**src/rtl/pipeline_hazard_ctrl.sv**
```systemverilog
// Hazard/sequencing controller for the 4-stage core: shadow scoreboard of in-flight writers,
// stall/bubble/flush generation, debug-halt latching and saturating stall/flush counters.
module pipeline_hazard_ctrl #(
  parameter int WB_BYPASS    = 1,
  parameter int FLUSH_CYCLES = 1,
  parameter int CNT_W        = 16
) (
  input  logic             clk,
  input  logic             rst_n,
  input  logic             dec_valid,
  input  logic [4:0]       dec_rs1,
  input  logic [4:0]       dec_rs2,
  input  logic             dec_rs1_used,
  input  logic             dec_rs2_used,
  input  logic [4:0]       dec_rd,
  input  logic             dec_reg_write,
  input  logic [1:0]       dec_debug,
  input  logic             jump_taken,
  output logic             stall_fetch,
  output logic             stall_decode,
  output logic             bubble_exec,
  output logic             flush_fetch,
  output logic             flush_decode,
  output logic             halted,
  output logic [1:0]       halt_cause,
  output logic [CNT_W-1:0] stall_count,
  output logic [CNT_W-1:0] flush_count
);

  typedef enum logic [1:0] {
    S_RUN    = 2'd0,
    S_HAZARD = 2'd1,
    S_FLUSH  = 2'd2,
    S_HALT   = 2'd3
  } state_t;

  localparam logic [1:0] FLUSH_LOAD = 2'(FLUSH_CYCLES - 1);

  state_t     state;
  logic [1:0] flush_left;
  logic [1:0] cause_q;

  logic       ex_v, ex_we, mem_v, mem_we, wb_v, wb_we;
  logic [4:0] ex_rd, mem_rd, wb_rd;

  logic       hazard;
  logic       haz_stall;
  logic       debug_req;

  function automatic logic slot_match(input logic v, input logic we,
                                      input logic [4:0] rd, input logic [4:0] rs);
    return v & we & (rd != 5'd0) & (rd == rs);
  endfunction

  function automatic logic reg_busy(input logic [4:0] rs);
    logic busy;
    busy = slot_match(ex_v, ex_we, ex_rd, rs) | slot_match(mem_v, mem_we, mem_rd, rs);
    if (WB_BYPASS == 0)
      busy = busy | slot_match(wb_v, wb_we, wb_rd, rs);
    return busy;
  endfunction

  always_comb begin
    hazard = dec_valid & ((dec_rs1_used & reg_busy(dec_rs1)) |
                          (dec_rs2_used & reg_busy(dec_rs2)));
  end

  assign debug_req = dec_valid & (dec_debug != 2'b00);

  // Priority inside RUN/HAZARD: jump (older instruction) > hazard > debug event.
  always_comb begin
    stall_fetch  = 1'b0;
    stall_decode = 1'b0;
    bubble_exec  = 1'b0;
    flush_fetch  = 1'b0;
    flush_decode = 1'b0;
    halted       = 1'b0;
    haz_stall    = 1'b0;
    if (!rst_n) begin
      stall_fetch  = 1'b1;
      stall_decode = 1'b1;
    end else begin
      case (state)
        S_HALT: begin
          stall_fetch  = 1'b1;
          stall_decode = 1'b1;
          bubble_exec  = 1'b1;
          halted       = 1'b1;
        end
        S_FLUSH: begin
          flush_fetch  = 1'b1;
          flush_decode = 1'b1;
        end
        default: begin
          if (jump_taken) begin
            flush_fetch  = 1'b1;
            flush_decode = 1'b1;
          end else if (hazard) begin
            haz_stall    = 1'b1;
            stall_fetch  = 1'b1;
            stall_decode = 1'b1;
            bubble_exec  = 1'b1;
          end else if (debug_req) begin
            bubble_exec  = 1'b1;
          end
        end
      endcase
    end
  end

  assign halt_cause = rst_n ? cause_q : 2'b00;

  always_ff @(posedge clk) begin
    if (!rst_n) begin
      state       <= S_RUN;
      flush_left  <= 2'd0;
      cause_q     <= 2'b00;
      ex_v        <= 1'b0;
      ex_we       <= 1'b0;
      ex_rd       <= 5'd0;
      mem_v       <= 1'b0;
      mem_we      <= 1'b0;
      mem_rd      <= 5'd0;
      wb_v        <= 1'b0;
      wb_we       <= 1'b0;
      wb_rd       <= 5'd0;
      stall_count <= '0;
      flush_count <= '0;
    end else begin
      if (state != S_HALT) begin
        wb_v   <= mem_v;
        wb_we  <= mem_we;
        wb_rd  <= mem_rd;
        mem_v  <= ex_v;
        mem_we <= ex_we;
        mem_rd <= ex_rd;
        // A bubbled or squashed Decode slot enters Exec as a non-writer.
        ex_v   <= dec_valid & ~bubble_exec & ~flush_decode;
        ex_we  <= dec_reg_write;
        ex_rd  <= dec_rd;
        if (haz_stall && (stall_count != {CNT_W{1'b1}}))
          stall_count <= stall_count + 1'b1;
        if (flush_decode && (flush_count != {CNT_W{1'b1}}))
          flush_count <= flush_count + 1'b1;
      end

      case (state)
        S_RUN, S_HAZARD: begin
          if (jump_taken) begin
            state      <= (FLUSH_CYCLES > 1) ? S_FLUSH : S_RUN;
            flush_left <= FLUSH_LOAD;
          end else if (hazard) begin
            state <= S_HAZARD;
          end else if (debug_req) begin
            state   <= S_HALT;
            cause_q <= dec_debug;
          end else begin
            state <= S_RUN;
          end
        end
        S_FLUSH: begin
          // flush_left counts FLUSH cycles remaining including this one.
          flush_left <= flush_left - 2'd1;
          if (flush_left <= 2'd1)
            state <= S_RUN;
        end
        default: state <= S_HALT;
      endcase
    end
  end

endmodule

```
**config.mk**
```make
export PLATFORM = sky130hd
export DESIGN_NAME = pipeline_hazard_ctrl
export DESIGN_NICKNAME = d
export VERILOG_FILES = /design/src/rtl/pipeline_hazard_ctrl.sv
export SDC_FILE = /design/constraint.sdc
export NUM_CORES = 1
export LEC_CHECK = 0
export CELL_PAD_IN_SITES_DETAIL_PLACEMENT = 1
export CELL_PAD_IN_SITES_GLOBAL_PLACEMENT = 1
export CORE_AREA = 2 2 93 95
export DETAILED_ROUTE_END_ITERATION = 6
export DIE_AREA = 0 0 95 97
export GPL_ROUTABILITY_DRIVEN = 0
export PLACE_DENSITY_LB_ADDON = 0.15
export SYNTH_ARGS = -nofsm -noshare
export SYNTH_HDL_FRONTEND = slang
export SYNTH_SLANG_ARGS = --single-unit
export TNS_END_PERCENT = 5
```
**constraint.sdc**
```tcl
create_clock -name clk -period 2.8 [get_ports clk]
set_input_delay 0.84 -clock clk [delete_from_list [all_inputs] [get_ports clk]]
set_output_delay 0.84 -clock clk [all_outputs]
set_load 0.1 [all_outputs]
```
* Yosys cells after proc, flatten, opt, wreduce, memory -nomap -nowiden *
Cells that the tools add are included.

word-level totals
  register bits after elaboration = 52
  bits of input ports = 24
  output and inout bits = 40
  word-level logic and storage cells = 85

operators by class
  add/subtract/negate cells = 3
  $lt $le $gt $ge = 1
  equality and inequality tests = 12
  multiplexer cells = 24
  bitwise logic cells = 21
  reduce and logical (&&, ||, !) cells = 13

operators with widths
  operator                                                                           number
  16-bit by 1-bit adder with 16-bit output (second input constant)                   2
  16-bit inequality test (second input constant)                                     2
  5-bit equality test                                                                4
  1-bit AND                                                                          14
  1-bit 2-to-1 mux                                                                   13
  2-bit 2-to-1 mux                                                                   6
  5-bit nonzero test                                                                 2
  2-bit one-hot mux with 2 select lines                                              2
  2-bit inequality test (second input constant)                                      3
  1-bit one-hot mux with 2 select lines                                              3
  2-bit AND reduction                                                                3
  2-bit equality test (second input constant)                                        2
  1-bit NOT                                                                          4
  4-bit AND reduction                                                                1
  2-bit nonzero test                                                                 2
  2-bit OR reduction                                                                 2
  1-bit bitwise OR                                                                   3
  2-bit by 1-bit equality test with 1-bit output (second input constant)             1
  2-bit by 1-bit less-or-equal comparator with 1-bit output (second input constant)  1
  1-bit logical AND                                                                  2
  2-bit logical NOT                                                                  1
  2-bit by 1-bit subtractor with 2-bit output (second input constant)                1

* Depth between registers and ports, before layout *
  depth after elaboration = 14
  gate-level depth with buffers = 9
  depth with buffers taken out = 8

* Least setup slack after synthesis *
No wires, ideal clock.

  kind = input-to-output
  start = input rst_n
  end = output flush_fetch
  data arrival time = 3.837 ns
  data required time = 1.960 ns
  setup slack = -1.877 ns
  stages on the path = 4
  path buffers = 2
  cell sequence = buf_2 inv_1 nor3_1 buf_4

on the way
  longest elaborated chain between the ends = 1

ends and longest elaborated chain
  element           line  text
  start, declared   9     input logic rst_n,
  1-bit 2-to-1 mux  --
  end, declared     22    output logic flush_fetch,

No other way between the ends.

* Final worst setup path *
  start = input dec_rs1[1]
  end = output stall_decode

on the way
  longest elaborated chain between the ends = 10
  elaborated cells between the ends (all ways) = 12
  classes of those cells = eq/ne: 2; mux: 4; bitwise: 6

ends and longest elaborated chain
  element                                  line  text
  start, declared                          11    input logic [4:0] dec_rs1,
  5-bit equality test                      52    return v & we & (rd != 5'd0) & (rd == rs);
  1-bit AND                                52
  1-bit bitwise OR *                       57    busy = slot_match(ex_v, ex_we, ex_rd, rs) | slot_match(mem_v, mem_we, mem_rd, rs);
  1-bit AND *                              64    hazard = dec_valid & ((dec_rs1_used & reg_busy(dec_rs1)) |
  1-bit bitwise OR *                       64
  1-bit AND *                              64
  1-bit 2-to-1 mux *                       98    end else if (hazard) begin
  1-bit 2-to-1 mux *                       95    if (jump_taken) begin
  1-bit one-hot mux with 2 select lines *  83    case (state)
  1-bit 2-to-1 mux *                       79    if (!rst_n) begin
  end, declared                            20    output logic stall_decode,

Every way passes the cells marked *; elsewhere a longest branch is shown, timed or not.

==> impl_results.md <==
* Outcome: complete, but fails checks
* Violated checks: negative setup slack
* Synth Register Bits at 52
* Final setup violation count at 19
* Die height at 97 um
* Synth-to-layout area growth at 54.6%
* Initial Util at 31.8%
* Max Fclk at 312 MHz
* Critical Path AT at 2.36 ns
* Via Count at 2613
* # clock sinks at 52
* Largest net degree at the start of global routing at 27
* Dpl ws at -0.766 ns
* Fin crit share at 114%
* Final Skew at 0.0103 ns
* Synth warnings at 0
* Vias in the first global route at 2747
* Full die area at 9220 sq um
* HPWL after detailed placement at 5740 um
* Top cell type's share of synthesized area at 40.2%
* PwrDens at 378 nW/um^2
* Maxcap violations at 0
* IO Port Bufs at 63
* Sequence of cells on the critical path: clkdlybuf4s15_2, xor2_2, nor4_4, o21ai_1, and2_4, o211ai_1, buf_4, buf_12
* Count leader, synth: dfxtp_1
* First-pass GRT wire length at 13500 um
* Hold Path Class: register to register
* # DRC at 0
* CP top delay family: buffers and inverters
* CP startpoint kind: input pin
* DIE WIDTH at 95 um
* Post-synth top cells: dfxtp_1, nand2_1, nor2_1, xnor2_1, a21oi_1
* Rel. slew slack at 71.1%
* Core Area at 8130 sq um
* Fillers at 971
* FP Rows at 33
* Syn nets at 336
* RSZ-0062 raised after global routing: yes
* Final nets at 450
* H-Tree Depth at 2
* Synth top area cells: dfxtp_1, xnor2_1, nand2_1, xor2_1, nor2_1
* Netlist cell types at 43
* Final min period at 3.20 ns
* Post-synthesis cell area at 2590 sq um
* Wirelength, routed at 8120 um
* Seq/Total Area, Yosys at 40.2%
* DR pass1 iterations at 4
* Worst-path cell with the longest stage delay: nor4_4
* Final hold slack at 0.477 ns
* Gr usage total at 18.4%
* Slew @ Worst Pin at 0.431 ns
* Initial antenna violation count at 0
* Antenna-violating nets left at 0
* Clock slew at reported path FFs at 0.09 ns
* Dominant synthesized flop cell: dfxtp_1
* Syn Area/Cell at 8.38 sq um
* Ports at 64
* TritonCTS clock tree: done
* Via density at 4.95
* CTS root buffer: clkbuf_8
* Initial DRC count at 94
* Yosys top cell by area: dfxtp_1
* Async S/R FF share, synth at 0%
* Final hold viol count at 0
* CP endpoint kind: primary output
* Buf+Inv Stages, Crit Path at 3
* EDFF count, synth at 0
* Req. time, crit path at 1.96 ns
* Pleak at 1.66 nW
* Gr ovfl total at 0
* Post-Syn Instances at 309
* Clk buf depth at 2
* Crit Path Class: input pin to primary output
* ANT cells at 0
* Share of layout cells above drive strength 1 at 33.8%
* Max VDD drop at 324 uV
* CTS buffer count at 5
* Final Max Slew Viols at 0
* Max stage delay on crit path at 0.34 ns
* Clk_lat worst skew at 0.31 ns
* CTS Hold Bufs at 0
* Avg WL per Cell at 15.4 um
* Final worst slack at -0.402 ns
* Crit path max fanout at 3
-- metrics by stage --
stage                     TNS [ns]  std cells  power (W)  instance area (sq um)  util [%]
final                        -3.45        528    0.00151                   4000      49.2
after detailed placement     -7.32        507    0.00104                   3670      45.1
after CTS                    -1.90        528    0.00152                   3930      48.4
after floorplan             -10.72        309   0.000925                   2640         -
after global routing         -5.51        528    0.00158                   4000      49.2
after global placement       -6.20        507    0.00103                   3670      45.1
-- cells by family (layout without fill, tap and decap cells) --
| family | Yosys count | after routing | synth area share, % |
|---|---|---|---|
| xor gates and xnor gates | 38 | 38 | 12.9 |
| buffers and inverters | 20 | 134 | 3.29 |
| adders and majority gates | 3 | 3 | 1.45 |
| muxes | 8 | 8 | 3.09 |
| and+or+nand+nor | 142 | 142 | 26.8 |
| AOI/OAI and AO/OA | 46 | 46 | 12.3 |
| DFF | 52 | 52 | 40.2 |
-- layout by cell type (no fill, tap or decap), drive strengths merged, types with 4 or more instances in the layout --
master	count
buf	106
clkbuf	7
xnor2	23
xor2	15
dfxtp	52
o21ai	7
nand4	10
and3	7
a211oi	4
nor4	5
nand2b	5
nor2	31
inv	7
and2	7
mux2i	8
nand3	13
nand2	51
clkdlybuf4s50	12
a21oi	22
-- routing by layer --
layer	wire, um	track usage [%]	up-vias
met5	0	0	-
met4	128	5.46	0
met3	396	4.21	8
met2	3950	30.8	53
met1	3650	23.4	1259
li1	-	-	1293
-- timing repair --
| action | 4_1_cts | 5_1_grt |
|---|---|---|
| gates resized for setup | 59 | 13 |
| setup buffers | 14 | 0 |
| pin swaps | 23 | 6 |
| endpoints found under the setup margin | 8 | 19 |
-- worst paths after layout --
check | from | to | slack [ns] | cells past startpoint
max | dec_rs1[1] | stall_decode | -0.40 | 8
min | ex_we | mem_we | 0.48 | 2
max reg2reg | ex_rd[1] | stall_count[0] | -0.20 | 17
min reg2reg | ex_we | mem_we | 0.48 | 2
-- power breakdown --
group / internal (W) / total [W] / leakage (nW) / switching, W
Clock: 0.000221 / 0.000474 / 0.0503 / 0.000253
Combinational: 0.000114 / 0.000264 / 1.19 / 0.000150
Sequential: 0.000756 / 0.000772 / 0.423 / 0.0000166
Total: 0.00109 / 0.00151 / 1.66 / 0.000420
-- layout make-up --
type / instances / area (sq um) / area share, %
inverters: 7 / 26.3 / 0.657
clock buffers: 7 / 96.3 / 2.41
multi-input cells: 237 / 1640 / 40.9
repair buffers: 120 / 1070 / 26.7
well taps: 105 / 131 / 3.28
flip-flops and latches: 52 / 1040 / 26.1
-- worst min-delay path: stages (launching register included) --
cell and delay (ns):
dfxtp_1 0.33, nand2_1 0.06, a21oi_1 0.05
-- sequential cells by signal, summed over array words and instances, names as in the netlist, named ones only --
| name | cells |
|---|---|
| mem_v | 1 |
| cause_q | 2 |
| ex_rd | 5 |
| flush_count | 16 |
| mem_we | 1 |
| flush_left | 2 |
| stall_count | 16 |
| state | 1 |
| ex_we | 1 |
| mem_rd | 5 |
| ex_v | 1 |
Power figures use the tool's default switching activity.
